File: src/rtl/fir_tap_sequencer.sv
// Control/data stage feeding a 3-tap MAC: holds the sample delay line and coefficient bank,
// steps one tap per cycle after each accepted sample and flags when the MAC sum is final.
module fir_tap_sequencer #(
  parameter int unsigned SAMPLE_W = 3,
  parameter int unsigned COEFF_W  = 16
) (
  input  logic                iClk_12M,
  input  logic                iRst,
  input  logic                iEnSample,
  input  logic [SAMPLE_W-1:0] iFirIn,
  input  logic                iCoeffWe,
  input  logic [1:0]          iCoeffAddr,
  input  logic [COEFF_W-1:0]  iCoeffData,
  input  logic                iOvrClr,
  output logic [SAMPLE_W-1:0] oDelay1,
  output logic [SAMPLE_W-1:0] oDelay2,
  output logic [SAMPLE_W-1:0] oDelay3,
  output logic [COEFF_W-1:0]  oCoeff,
  output logic [3:0]          oEnMul,
  output logic                oEnAdd,
  output logic                oEnAcc,
  output logic                oResultValid,
  output logic                oBusy,
  output logic                oOverrun
);

  typedef enum logic [2:0] {
    S_IDLE = 3'd0,
    S_TAP1 = 3'd1,
    S_TAP2 = 3'd2,
    S_TAP3 = 3'd3,
    S_DONE = 3'd4
  } state_t;

  state_t              r_state;
  state_t              w_next;
  logic                w_accept;
  logic                w_drop;
  logic [SAMPLE_W-1:0] r_d1, r_d2, r_d3;
  logic [COEFF_W-1:0]  r_c0, r_c1, r_c2;
  logic                r_overrun;

  // A strobe is accepted only when no tap sequence is running; otherwise it is dropped.
  assign w_accept = iEnSample && ((r_state == S_IDLE) || (r_state == S_DONE));
  assign w_drop   = iEnSample && !w_accept;

  always_ff @(posedge iClk_12M or posedge iRst) begin
    if (iRst) r_state <= S_IDLE;
    else      r_state <= w_next;
  end

  // Next state plus per-tap decode straight from the registered state.
  always_comb begin
    w_next       = r_state;
    oEnMul       = 4'b0000;
    oCoeff       = '0;
    oEnAdd       = 1'b0;
    oEnAcc       = 1'b0;
    oResultValid = 1'b0;
    oBusy        = 1'b0;
    case (r_state)
      S_IDLE: if (iEnSample) w_next = S_TAP1;
      S_TAP1: begin
        w_next = S_TAP2;
        oEnMul = 4'b0001;
        oCoeff = r_c0;
        oEnAdd = 1'b1;
        oEnAcc = 1'b1;
        oBusy  = 1'b1;
      end
      S_TAP2: begin
        w_next = S_TAP3;
        oEnMul = 4'b0010;
        oCoeff = r_c1;
        oEnAdd = 1'b1;
        oEnAcc = 1'b1;
        oBusy  = 1'b1;
      end
      S_TAP3: begin
        w_next = S_DONE;
        oEnMul = 4'b0011;
        oCoeff = r_c2;
        oEnAdd = 1'b1;
        oEnAcc = 1'b1;
        oBusy  = 1'b1;
      end
      S_DONE: begin
        w_next       = iEnSample ? S_TAP1 : S_IDLE;
        oResultValid = 1'b1;
      end
      default: w_next = S_IDLE;
    endcase
  end

  always_ff @(posedge iClk_12M or posedge iRst) begin
    if (iRst) begin
      r_d1 <= '0;
      r_d2 <= '0;
      r_d3 <= '0;
    end else if (w_accept) begin
      r_d3 <= r_d2;
      r_d2 <= r_d1;
      r_d1 <= iFirIn;
    end
  end

  // Address 3 is unmapped and silently ignored.
  always_ff @(posedge iClk_12M or posedge iRst) begin
    if (iRst) begin
      r_c0 <= '0;
      r_c1 <= '0;
      r_c2 <= '0;
    end else if (iCoeffWe) begin
      case (iCoeffAddr)
        2'd0:    r_c0 <= iCoeffData;
        2'd1:    r_c1 <= iCoeffData;
        2'd2:    r_c2 <= iCoeffData;
        default: ;
      endcase
    end
  end

  // Sticky drop flag; a new drop beats a simultaneous clear.
  always_ff @(posedge iClk_12M or posedge iRst) begin
    if (iRst)         r_overrun <= 1'b0;
    else if (w_drop)  r_overrun <= 1'b1;
    else if (iOvrClr) r_overrun <= 1'b0;
  end

  assign oDelay1  = r_d1;
  assign oDelay2  = r_d2;
  assign oDelay3  = r_d3;
  assign oOverrun = r_overrun;

endmodule

File: config.mk
export PLATFORM = sky130hd
export DESIGN_NAME = fir_tap_sequencer
export DESIGN_NICKNAME = d
export VERILOG_FILES = /design/src/rtl/fir_tap_sequencer.sv
export SDC_FILE = /design/constraint.sdc
export NUM_CORES = 1
export LEC_CHECK = 0
export CAP_MARGIN = 10
export CELL_PAD_IN_SITES_DETAIL_PLACEMENT = 1
export CELL_PAD_IN_SITES_GLOBAL_PLACEMENT = 1
export CORE_ASPECT_RATIO = 1.75
export CORE_MARGIN = 2
export CORE_UTILIZATION = 27
export DETAILED_ROUTE_END_ITERATION = 16
export PLACE_DENSITY_LB_ADDON = 0.1
export SETUP_SLACK_MARGIN = 0.02
export SLEW_MARGIN = 40
export SYNTH_ARGS = -nofsm -noshare
export SYNTH_HDL_FRONTEND = slang
export SYNTH_SLANG_ARGS = --single-unit
File: constraint.sdc
create_clock -name iClk_12M -period 4.4 [get_ports iClk_12M]
set_input_delay 0.44 -clock iClk_12M [delete_from_list [all_inputs] [get_ports iClk_12M]]
set_output_delay 0.44 -clock iClk_12M [all_outputs]
set_load 0.02 [all_outputs]
# --- Word level (Yosys, flattened, before mapping) ---
# Cells that the tools add are included.
classes:
  reduce_logical: 11
  eq_ne: 7
  n_mux: 9
ops:
  columns: ["cell", "n"]
  rows:
  - ["16-bit case mux with 3 select lines", 1]
  - ["3-bit case mux with 5 select lines", 1]
  - ["3-bit by 2-bit equality test with 1-bit output (second input constant)", 2]
  - ["2-bit case mux with 3 select lines", 1]
  - ["2-bit AND reduction", 3]
  - ["1-bit two-way mux", 5]
  - ["3-bit by 1-bit equality test with 1-bit output (second input constant)", 1]
  - ["3-bit equality test (second input constant)", 1]
  - ["3-bit logical NOT", 1]
  - ["3-bit two-way mux", 1]
  - ["3-bit OR reduction", 1]
  - ["2-bit by 1-bit equality test with 1-bit output (second input constant)", 1]
  - ["2-bit equality test (second input constant)", 1]
  - ["1-bit logical AND", 2]
  - ["2-bit logical NOT", 1]
  - ["2-bit inequality test (second input constant)", 1]
  - ["2-bit nonzero test", 1]
  - ["1-bit logical NOT", 1]
  - ["1-bit logical OR", 1]
totals:
  inputBits: 26
  elab_cells: 35
  regBits: 61
  output_inout_bits: 34

# --- Longest topological paths before layout ---
# Gate-level depths: netlist of the first run.
logic_depth:
  depth_word: 6
  depth_mapped: 5
  ltp_nobuf: 2

# --- Worst setup path before layout of the first run ---
# Ideal clock, no wire load.
synth_timing:
  path_kind: "flip-flop to output port"
  start: "register r_state[0]"
  end: "output port oCoeff[11]"
  arrival_ns: 1.468
  stages_incl_launch_ff: 5
  slack_ns: 2.492
  n_path_buf: 2
  cell_sequence: "dfrtp_1 -> nand2b_1 -> clkbuf_1 -> buf_2 -> o32ai_1"
synth_between:
  elab_chain_len: 2
  elab_cells_between_ends: 4
  classes_between: "eq/ne: 3; mux: 1"
synth_lines:
  columns: ["item", "line", "source"]
  rows:
  - ["start: declaration", "35", "state_t r_state;"]
  - ["start signal: assignment", "49", "else r_state <= w_next;"]
  - ["3-bit by 2-bit equality test with 1-bit output or 3-bit by 1-bit equality test with 1-bit output (tied branches)", "61", "case (r_state)"]
  - ["16-bit case mux with 3 select lines (*)", "61", null]
  - ["end: declaration", "18", "output logic [COEFF_W-1:0] oCoeff,"]
# Mark *: on every way between the ends. The rest lies on a longest branch, timed or not.

# --- Final worst setup path of the first run ---
layout_timing:
  start: "register r_state[1]"
  end: "output port oCoeff[9]"
# Same word-level chain as after synthesis.

==> impl_metrics.py, run 1 <==
metrics = {
    "setup_path": {
        "crit_type": "register to output port",
        "cp.arrival_ps": 2600,
        "reg2regPathDepth": 3,
        "startpoint_type": "register",
        "reg2reg_from": "r_state[1]",
        "cp-end-kind": "output port",
        "cp_max_fo": 16,
        "required_ps": 3960,
        "worstSetupStartpoint": "r_state[1]",
    },
    "synthesis": {
        "netlist_area_um2": 2778,
        "yosys_warnings": 0,
        "synthXorXnorAreaFrac_pct": 0,
        "synth_cell_types": 22,
        "syn_area_per_cell_um2": 13.55,
        "synth_compound_area_share_pct": 6.081,
        "ys_ff_latch": 61,
        "synth_top_family_by_area": "multiplexers",
        "yosys.area_share.simple_pct": 3.514,
        "synthMuxAreaShare_pct": 28.87,
        "syn_inst": 205,
        "ys_seq_area_share_pct": 54.95,
        "synthAdderAreaFrac_pct": 0,
    },
    "grt": {
        "grt_util_met1_pct": 16.33,
        "grt-ovfl-total": 0,
        "grt_max_degree": 33,
        "grt-busiest-layer": "met2",
        "track_usage_pct": 13.74,
        "antenna_found_initial": 0,
        "grt_use_met3_pct": 4.439,
        "grtUsageMet2_pct": 22.15,
        "grt_pass1_wl_mm": 11.16,
        "grt_pass1_vias": 2043,
    },
    "place": {
        "placedCellCount": 377,
        "place_congestion": 0.6759,
        "portBuffers": 57,
        "dp_hpwl_mm": 4.520,
        "pre_cts_ws_ps": 1374,
    },
    "layout": {
        "area_growth_pct": 33.11,
        "final_nets": 287,
        "layout_common_cells": "60 x dfrtp_1, 57 x mux2_2, 57 x clkdlybuf4s50_1",
        "fin_cells": 393,
        "drive_above_1_share_pct": 30.08,
        "layout_commonest_cell": "dfrtp_1",
        "fillCellCount": 1126,
        "n_antenna_cell": 0,
        "post-route-util_pct": 36.33,
    },
    "min_path": {
        "whs_path_depth": 1,
        "hp-start": "r_c0[5]",
        "hp-class": "register to register",
    },
    "die": {
        "die_w_um": 80.67,
        "core-area_um2": 10180,
        "num_io_pins": 60,
        "rows": 49,
        "initial_core_util_pct": 27.29,
        "die-area_um2": 11150,
        "die_h_um": 138.2,
    },
    "status": {
        "status": "finished, final reports clean",
    },
    "clock_network": {
        "htreeDepth": 3,
        "cts-resized-gates": 0,
        "cts_hold_buf": 0,
        "cts_root_buf": "clkbuf_16",
        "post_cts_buffers": 0,
        "clk_pin_slew_ps": 50,
        "cts_inserted_buffers": 9,
        "cts_sinks": 61,
        "clkLatencyLatePin_ps": 320,
        "cts_tree": "built",
        "cts_max_path_buffers": 2,
    },
    "timing": {
        "worst_hold_slack_ps": 500.5,
        "fin_tns_setup_ps": 0,
        "fmaxAchievable_mhz": 329.3,
        "tightest_slew_ps": 662.4,
        "setup_viol": 0,
        "fin_crit_sh_pct": 69.01,
        "fin_worst_skew_ps": 6.608,
        "timing.slew.headroom_pct": 55.77,
        "rsz0062_at_grt": "false",
        "slew_violations": 0,
        "finalHoldViolations": 0,
        "setup_ws_ps": 1364,
        "min_period_ps": 3036,
    },
    "run": {
        "max-cap-violations": 0,
    },
    "detailed_routing": {
        "viasPerCell": 4.646,
        "vias": 1826,
        "detail-route-antenna-nets": 0,
        "wl_mm": 6.812,
        "drc": 0,
        "avgRoutedWirePerCell_um": 17.33,
        "drtIter0Drc": 97,
        "first_pass_iters": 4,
    },
    "power": {
        "power.leakage_nw": 1.560,
        "ir_worst_vdd_uv": 251.4,
        "powerDensity_nw_per_um2": 671.0,
    },
}
==> logic make-up (layout without fill, tap and decap cells) <==
group,Yosys count,in the layout
compound gates,21,21
simple gates,13,13
buf+inv,36,96
other cells,1,2
flops,61,61
mux,73,73
==> power by group <==
part	total, mW	internal, mW	leakage (nW)	switching (mW)
registers	0.838	0.705	0.723	0.133
clock network	0.610	0.379	0.125	0.231
logic	1.03	0.528	0.712	0.505
total	2.48	1.61	1.56	0.868
==> synthesized netlist by cell type (all sizes together) <==
| cell type | n | area share [%] |
|---|---|---|
| buf | 12 | 2.8 |
| and2 | 1 | 0.23 |
| nand3b | 2 | 0.81 |
| o21ai | 2 | 0.36 |
| o21ba | 1 | 0.36 |
| dfrtp | 61 | 55 |
| nor2 | 3 | 0.41 |
| nor2b | 2 | 0.45 |
| a21oi | 2 | 0.36 |
| clkbuf | 5 | 1.0 |
| mux2 | 57 | 23 |
| mux2i | 16 | 5.8 |
| nand2b | 3 | 0.68 |
| inv | 19 | 2.6 |
| nor3b | 2 | 0.95 |
| a211oi | 1 | 0.27 |
| o32ai | 15 | 4.7 |
| conb | 1 | 0.14 |
==> per-layer routing <==
layer	wire, um	vias to the layer above	part of all wire, %
li1	-	831	-
met1	2855	947	42
met2	3529	42	52
met3	325	6	4.8
met4	102	0	1.5
met5	0	-	0
==> worst paths after layout <==
path	to	slack, ps
hold reg to reg	r_c0[5]	500
min in group asynchronous	r_c0[9]	530
hold / removal	r_c0[5]	500
setup / recovery	oCoeff[9]	1360
max in group asynchronous	r_c0[5]	2980
setup reg to reg	oDelay3[1]	2760
==> worst max-delay path, stage by stage (launching register included) <==
cell and delay (ps):
dfrtp_1 760, nand2b_2 420, o32ai_1 410, clkdlybuf4s50_1 670
==> cell type report <==
type                            count  area [um^2]  share of cell area (%)
Timing Repair Buffer               61        604.3                   16.35
Tap cell                          127        158.9                   4.298
Sequential cell                    61         1528                   41.32
Clock buffer                       14        244.0                   6.599
Inverter                           19        71.32                   1.929
Multi-Input combinational cell    109         1081                   29.24
Clock inverter                      2        10.01                  0.2707
==> metrics by stage <==
stage / total power [mW] / instance area [um^2]
2_1_floorplan: 1.439 / 2781
3_3_place_gp: 1.884 / 3426
3_5_place_dp: 1.896 / 3437
4_1_cts: 2.526 / 3691
5_1_grt: 2.640 / 3697
6_report: 2.481 / 3697
==> sequential cells by signal, summed over array words and instances, names as in the netlist <==
signal / flops
r_c2: 16
oDelay3: 3
oDelay1: 3
oOverrun: 1
oDelay2: 3
r_c0: 16
r_state: 3
r_c1: 16
(Power assumes the default switching activity.)
==> run 2: changes to the inputs <==
Clock period 4.4 ns to 3 ns, I/O delays scaled along.
==> impl_metrics.py, run 2 (synthesis results as in run 1) <==
metrics = {
    "status": {
        "status": "finished, final reports clean",
    },
    "detailed_routing": {
        "detail-route-antenna-nets": 0,
        "avgRoutedWirePerCell_um": 17.22,
        "drc": 0,
        "first_pass_iters": 4,
        "viasPerCell": 4.737,
        "drtIter0Drc": 92,
        "wl_mm": 6.820,
        "vias": 1876,
    },
    "setup_path": {
        "cp-end-kind": "output port",
        "cpPeakStageDelay_ps": 670,
        "cp.arrival_ps": 2280,
        "cp_max_fo": 16,
        "reg2reg_from": "r_state[1]",
        "crit_type": "register to output port",
        "reg2reg_slack_ps": 1510,
        "startpoint_type": "register",
        "crit_family": "buffers and inverters",
        "path_cells": "nand2b_2 > o32ai_1 > clkdlybuf4s50_1",
        "reg2regPathDepth": 4,
        "required_ps": 2700,
        "slowest_stage": "clkdlybuf4s50_1",
        "rr_endpoint": "oDelay3[2]",
        "path_buf_inv": 1,
    },
    "layout": {
        "final_nets": 290,
        "post-route-util_pct": 36.88,
        "fin_cells": 396,
        "seqCellArea_um2": 1526,
        "fillCellCount": 1115,
        "n_antenna_cell": 0,
        "multi_input_area_um2": 1081,
        "drive_above_1_share_pct": 31.23,
        "area_growth_pct": 35.14,
        "layout_common_cells": "61 x dfrtp_1, 57 x mux2_2, 57 x clkdlybuf4s50_1",
        "largestRegisters": "r_c0 (16), r_c1 (16), r_c2 (16)",
        "layout_commonest_cell": "dfrtp_1",
    },
    "grt": {
        "grt_pass1_vias": 2088,
        "grt_max_degree": 35,
        "grt-ovfl-total": 0,
        "antenna_found_initial": 0,
        "track_usage_pct": 13.60,
        "grt_pass1_wl_mm": 11.17,
    },
    "power": {
        "powerDensity_nw_per_um2": 1003,
        "ir_worst_vdd_uv": 466.5,
        "power.leakage_nw": 1.594,
    },
    "clock_network": {
        "cts_tree": "built",
        "cts_sinks": 61,
        "cts-resized-gates": 0,
        "cts_inserted_buffers": 9,
        "cts_root_buf": "clkbuf_16",
        "clk_pin_slew_ps": 50,
        "cts_max_path_buffers": 2,
        "cts_hold_buf": 0,
        "post_cts_buffers": 0,
        "clkLatencyLatePin_ps": 330,
        "htreeDepth": 3,
    },
    "place": {
        "place_congestion": 0.6750,
        "placedCellCount": 380,
        "portBuffers": 57,
        "dp_hpwl_mm": 4.437,
    },
    "timing": {
        "tightest_slew_ps": 624.0,
        "min_period_ps": 2584,
        "rsz0062_at_grt": "false",
        "fin_worst_skew_ps": 2.977,
        "fmaxAchievable_mhz": 387.0,
        "setup_viol": 0,
        "fin_crit_sh_pct": 86.13,
        "worst_hold_slack_ps": 352.8,
        "finalHoldViolations": 0,
        "slew_violations": 0,
        "fin_tns_setup_ps": 0,
        "timing.slew.headroom_pct": 58.35,
    },
    "die": {
        "die-area_um2": 11150,
        "die_w_um": 80.67,
        "initial_core_util_pct": 27.29,
        "die_h_um": 138.2,
        "num_io_pins": 60,
        "rows": 49,
        "core-area_um2": 10180,
    },
    "min_path": {
        "hp-class": "input port to asynchronous set/reset pin",
    },
    "run": {
        "max-cap-violations": 0,
    },
}
run 2: where the power goes:
group | internal [mW] | total [mW] | leakage [nW] | switching [mW]
clock network | 0.650 | 1.00 | 0.143 | 0.354
logic | 0.789 | 1.60 | 0.726 | 0.812
registers | 1.03 | 1.16 | 0.725 | 0.126
total | 2.47 | 3.77 | 1.59 | 1.29
run 2: how the worst max path moves through the flow:
stage | start | endpoint | slack (ps) | cells after the start
2_1_floorplan | iRst | oDelay1[0] | 1190 | 1
5_1_grt | r_state[0] | oCoeff[6] | 300 | 3
6_report | r_state[0] | oCoeff[6] | 420 | 3
4_1_cts | r_state[0] | oCoeff[6] | 160 | 3
3_5_place_dp | r_state[0] | oCoeff[6] | 530 | 3
3_3_place_gp | r_state[0] | oCoeff[6] | 550 | 3
run 2: per-layer routing:
metal | wire (um) | global-route usage (%) | vias to the layer above
met4 | 161 | 6.958 | 0
met2 | 3497 | 21.84 | 43
met1 | 2856 | 16.42 | 984
li1 | - | - | 837
met3 | 304 | 3.721 | 12
met5 | 0 | 0 | -
run 2: cell type report:
type / count / share of cell area [%]
Sequential cell: 61 / 40.67
Clock buffer: 16 / 7.767
Timing Repair Buffer: 64 / 16.60
Multi-Input combinational cell: 109 / 28.80
Inverter: 19 / 1.933
Tap cell: 127 / 4.233
run 2: through the flow:
stage                     power (mW)  instance area (um^2)  worst slack (ps)
after global placement         2.782                  3456             547.0
after detailed placement       2.797                  3456             527.4
after CTS                      3.830                  3747             157.3
after global routing           3.974                  3754             300.9
after floorplan                2.110                  2781              1187
final                          3.765                  3754             416.2
==> patch 1, RTL diff (config.mk and constraints of run 1) <==
Re-encode `state_t` (5 states) as one-hot, 5 bits wide.
--- a/src/rtl/fir_tap_sequencer.sv
+++ b/src/rtl/fir_tap_sequencer.sv
@@ -24,12 +24,12 @@
   output logic                oOverrun
 );
 
-  typedef enum logic [2:0] {
-    S_IDLE = 3'd0,
-    S_TAP1 = 3'd1,
-    S_TAP2 = 3'd2,
-    S_TAP3 = 3'd3,
-    S_DONE = 3'd4
+  typedef enum logic [4:0] {
+    S_IDLE = 5'b00001,
+    S_TAP1 = 5'b00010,
+    S_TAP2 = 5'b00100,
+    S_TAP3 = 5'b01000,
+    S_DONE = 5'b10000
   } state_t;
 
   state_t              r_state;
Formal check against the unedited RTL: same outputs for any inputs over 4 cycles, from zero or initial values and one cycle with iRst high; so few cycles prove little.
==> patch 1 against run 1 <==
  * Area after synthesis down 0.95%
  * Routed wire length down 6.5%
  * Fmax increased by 6.5%
  * Power fell by 15%
  * Design area grew 1.4%
  * Non-clock buffer count grew 5
  * Combinational power down 36%
  * Sequential cell count is 2 higher
  * Worst setup slack improved by 0.18 ns
  * Register-to-register slack lost 0.13 ns
==> patch 1: results (changes against run 1) <==
Status: complete, no violations
M1 wire length: 2.844 mm (-0.39%)
CP max-delay cell: or3_2
Global-route usage over all layers: 12.77% (-0.97 points)
Vias per inst: 4.625 (-0.46%)
Largest net degree at the start of global routing: 36 (+9.1%)
Worst vdd ir: 0.2596 mV (+3.3%)
Most frequent cells after synthesis: dfrtp_1, mux2_2, a22oi_1, o2bb2ai_1, clkbuf_1
Hpwl dp: 4.335 mm (-4.1%)
Delay of the slowest critical-path stage: 0.74 ns (-0.02 ns)
Layout fillers: 1044 (-7.3%)
Placer Congestion: 0.6669 (-1.3%)
Wire length on met2: 3.205 mm (-9.2%)
Fin nets: 283 (-1.4%)
Primary FF master, synth: dfrtp_1
Wire length on met3: 240 um (-26%)
Clk Latency, worst-skew pair: 0.32 ns (about the same)
Synth top area cells: dfrtp_1, mux2_2, o2bb2ai_1
Post-Place Setup Slack: 1.701 ns (+0.3268 ns)
Iter 0 DRT Violations: 66 (-32%)
Pleak: 1.491 nW (-4.4%)
Number of gates resized after cts: 0 (unchanged)
Top Layer Used: met4
Gate Count Post-Synth: 195 (-4.9%)
Vias: 1776 (-2.7%)
Least-Margin Pin Slew: 0.6172 ns (-0.04524 ns)
Vias in the first global route: 1962 (-4.0%)
Post-synthesis sequential area ratio: 57.34% (+2.4 points)
Routed WL: 6.367 mm (-6.5%)
Crit Path Max Fanout: 19 (+3)
Share of layout cells above drive strength 1: 33.20% (+3.1 points)
Inst Count DP: 371 (-1.6%)
Hold Path Class: input pin to asynchronous set/reset pin
Fin Clk Skew: 0.001261 ns (-0.005347 ns)
Global-route wire length before repair: 10.41 mm (-6.7%)
Cell variety after synth: 31 (+41%)
-- patch 1: cell types whose count changed in the layout (fill, tap and decap cells not counted), moves of 2 or more --
| cell | delta |
|---|---|
| buf_4 | +5 |
| inv_1 | -16 |
| nand3b_1 | +2 |
| clkbuf_8 | +3 |
| clkbuf_1 | -5 |
| o32ai_1 | -15 |
| mux2i_1 | -16 |
| nand2b_2 | -2 |
| a22oi_1 | +16 |
| nand3b_2 | -2 |
| dfrtp_1 | +2 |
| o2bb2ai_1 | +16 |
-- patch 1: area by class of cell --
type / instances / area share (%)
multi-input cells: 114 / 29.04
clock buffers: 12 / 7.109
inverters: 3 / 0.3338
clock inverters: 1 / 0.1335
well taps: 125 / 4.172
flip-flops and latches: 63 / 42.09
repair buffers: 66 / 17.12
-- patch 1: final timing paths --
kind                                   startpoint                endpoint  slack, ns  depth (start not counted)
max in group asynchronous                    iRst  r_state[4]$_DFFE_PP0P_       3.09                          3
setup / recovery           r_state[1]$_DFFE_PP0P_               oEnMul[0]       1.55                          4
hold reg to reg            oDelay3[1]$_DFFE_PP0P_  oDelay3[1]$_DFFE_PP0P_       0.50                          1
setup reg to reg           r_state[3]$_DFFE_PP0P_  oDelay2[0]$_DFFE_PP0P_       2.63                          3
hold / removal                               iRst    r_c0[14]$_DFFE_PP0P_       0.50                          2
min in group iClk_12M      oDelay3[1]$_DFFE_PP0P_  oDelay3[1]$_DFFE_PP0P_       0.50                          1
-- patch 1: power breakdown --
group | internal, W | switching, W
combinational | 0.000340 | 0.000316
clock | 0.000416 | 0.000230
sequential | 0.000727 | 0.0000838
total | 0.00148 | 0.000629
-- patch 1: cell families (layout without fill, tap and decap cells) --
| group | Yosys count | after routing | synth area share, % |
|---|---|---|---|
| DFF | 63 | 63 | 57.34 |
| muxes | 57 | 57 | 23.33 |
| and+or+nand+nor | 17 | 17 | 4.593 |
| xor gates and xnor gates | 1 | 1 | 0.3184 |
| AOI/OAI and AO/OA | 37 | 37 | 10.69 |
| buffers and inverters | 19 | 82 | 3.592 |
| other | 1 | 2 | 0.1363 |
-- patch 1: stage by stage --
| step | hold slack, ns | cell area, sq um |
|---|---|---|
| 2_1_floorplan | 0.4799 | 2755 |
| 3_3_place_gp | 0.4877 | 3441 |
| 3_5_place_dp | 0.4926 | 3475 |
| 4_1_cts | 0.5040 | 3746 |
| 5_1_grt | 0.5186 | 3749 |
| 6_report | 0.4993 | 3749 |
-- patch 1: per-layer routing --
metal  vias up  track usage (%)
met5         -                0
met4         0            5.367
met3         5            3.277
met2        38            20.37
met1       892            16.32
li1        841                -
-- patch 1: worst max-delay path, delay by kind of cell, from the launching register on --
| family | cells | cell delay (ns) |
|---|---|---|
| DFF | 1 | 0.44 |
| buffers and inverters | 1 | 0.59 |
| and+or+nand+nor | 3 | 1.06 |
==> patch 2, RTL diff (flow settings as in run 1) <==
Without the edit above. Change the parameter `COEFF_W` from 16 to 12.
--- a/src/rtl/fir_tap_sequencer.sv
+++ b/src/rtl/fir_tap_sequencer.sv
@@ -2,7 +2,7 @@
 // steps one tap per cycle after each accepted sample and flags when the MAC sum is final.
 module fir_tap_sequencer #(
   parameter int unsigned SAMPLE_W = 3,
-  parameter int unsigned COEFF_W  = 16
+  parameter int unsigned COEFF_W  = 12
 ) (
   input  logic                iClk_12M,
   input  logic                iRst,
Interface: changed (resized iCoeffData and oCoeff); port bits go from 60 to 52. No check against the original RTL was run, so the function may have changed too.
==> patch 2 against run 1 <==
  * Worst setup slack improved by 0.11 ns
  * Sequential power decreased by 16%
  * Design area decreased by 21%
  * Register-to-register slack improved by 0.04 ns
  * Die area decreased by 19%
  * Sequential cell count decreased by 12
  * Cell count decreased by 23%
  * Power decreased by 21%
  * Routed wire length decreased by 22%
  * Area after synthesis decreased by 20%
==> patch 2: results (changes against run 1) <==
Hold_sp: r_c2[7]$_DFFE_PP0P_
Largest registers: r_c0 (12), r_c1 (12), r_c2 (12)
Htree depth: 2 (-1)
Most frequent cells after synthesis: dfrtp_1, mux2_2, inv_1, mux2i_1, o32ai_1
Largest net degree at the start of global routing: 50 (+52%)
Pleak: 1.222 nW (-22%)
Pre-antenna DRT Iters: 4 (unchanged)
Global-route wire length before repair: 8.576 mm (-23%)
Inst Count DP: 293 (-22%)
Clock Tree Buf Depth: 2 (unchanged)
Crit Path Max Fanout: 22 (+6)
Vias in the first global route: 1631 (-20%)
Reg2reg path depth: 2 (-1)
Clk Latency, worst-skew pair: 0.29 ns (-0.03 ns)
Least-Margin Pin Slew: 0.7733 ns (+0.1109 ns)
Iter 0 DRT Violations: 36 (-63%)
Yosys Warn Count: 0 (unchanged)
Worst vdd ir: 0.2653 mV (+5.5%)
Setup Total Neg Slack: 0 ns (unchanged)
Crit Reg-Reg Startpoint: r_state[2]$_DFFE_PP0P_
Num CTS Buffers: 5 (-4)
Number of gates resized after cts: 0 (unchanged)
Layout fillers: 872 (-23%)
Clk slew on worst S/H paths: 0.06 ns
Setup slack, reg-to-reg: 2.80 ns (+0.04 ns)
Hold Path Class: register to register
Vias: 1448 (-21%)
Grt met1 use: 14.49% (-1.8 points)
Fin nets: 232 (-19%)
Non-Filler Instances: 301 (-23%)
Core Footprint: 0.007963 sq mm (-22%)
Fin crit share: 66.47% (-2.5 points)
Post-synth top area share: 55.12% (+0.16 points)
Met3 Usage GRT: 3.479% (-0.96 points)
Wire length on met3: 253 um (-22%)
Post-synthesis sequential area ratio: 55.12% (+0.16 points)
CP startpoint: r_state[1]$_DFFE_PP0P_
Met2 Use GR: 22.61% (+0.46 points)
Reg2reg end: r_state[2]$_DFFE_PP0P_
Setup bufs post-CTS: 0 (unchanged)
Worst setup path end: oCoeff[0]
Wire length on met2: 2.917 mm (-17%)
Hpwl dp: 3.730 mm (-17%)
Gate Count Post-Synth: 167 (-19%)
Status: complete, no violations
Share of layout cells above drive strength 1: 27.49% (-2.6 points)
Synth top area cells: dfrtp_1, mux2_2, mux2i_1
Cell variety after synth: 20 (-9.1%)
WL/cell: 17.76 um (+2.5%)
Area after DPL: 0.002755 sq mm (-20%)
Placer Congestion: 0.7155 (+5.9%)
WP data arrival: 2.48 ns (-0.12 ns)
M1 wire length: 2.083 mm (-27%)
Port Buffers: 49 (-14%)
Post-Place Setup Slack: 1.721 ns (+0.3467 ns)
CTS Sinks: 49 (-20%)
Fin Clk Skew: 0.002843 ns (-0.003765 ns)
Global-route usage over all layers: 12.87% (-0.87 points)
[patch 2: cell types whose count changed after synthesis, moves of 2 or more]
cell and change:
buf_4 +3, o32ai_1 -5, inv_1 -5, mux2_2 -12
dfrtp_1 -12, mux2i_1 -4, clkbuf_1 -3, nand3b_1 +2
nand3b_2 -2
[patch 2: cells by family after synthesis]
kind of cell / Yosys count / synth area share [%]
buffers and inverters: 29 / 6.580
AO/OA/AOI/OAI: 18 / 6.186
multiplexers: 57 / 28.18
flip-flops: 49 / 55.12
AND/OR/NAND/NOR: 13 / 3.768
other: 1 / 0.1686
[patch 2: worst max-delay path, stage by stage, from the launching register on]
cell and delay (ns):
dfrtp_2 0.70, nand2b_1 0.45, o32ai_1 0.36, clkdlybuf4s50_1 0.67
[patch 2: worst min-delay path by stage]
stage,to,slack (ns),cells past startpoint
after floorplan,r_c2[10]$_DFFE_PP0P_,0.48,1
after global placement,r_c1[10]$_DFFE_PP0P_,0.49,1
after detailed placement,r_c0[8]$_DFFE_PP0P_,0.49,1
after CTS,r_c0[8]$_DFFE_PP0P_,0.51,1
after global routing,r_c1[7]$_DFFE_PP0P_,0.52,1
final,r_c2[7]$_DFFE_PP0P_,0.50,1
[patch 2: report_power, final]
| group | total, W | leakage [nW] | internal, W | switching, W |
|---|---|---|---|---|
| clock | 0.000400 | 0.0799 | 0.000241 | 0.000160 |
| combinational | 0.000852 | 0.561 | 0.000445 | 0.000407 |
| sequential | 0.000705 | 0.582 | 0.000573 | 0.000132 |
| total | 0.00196 | 1.22 | 0.00126 | 0.000699 |
[patch 2: cell type report]
cell class,count,area (sq um),area share [%]
clock buffers,7,152.6,5.241
clock inverters,1,5.005,0.1718
inverters,14,55.05,1.890
multi-input cells,90,862.1,29.60
flip-flops and latches,49,1227,42.14
well taps,90,112.6,3.866
repair buffers,50,498.0,17.10
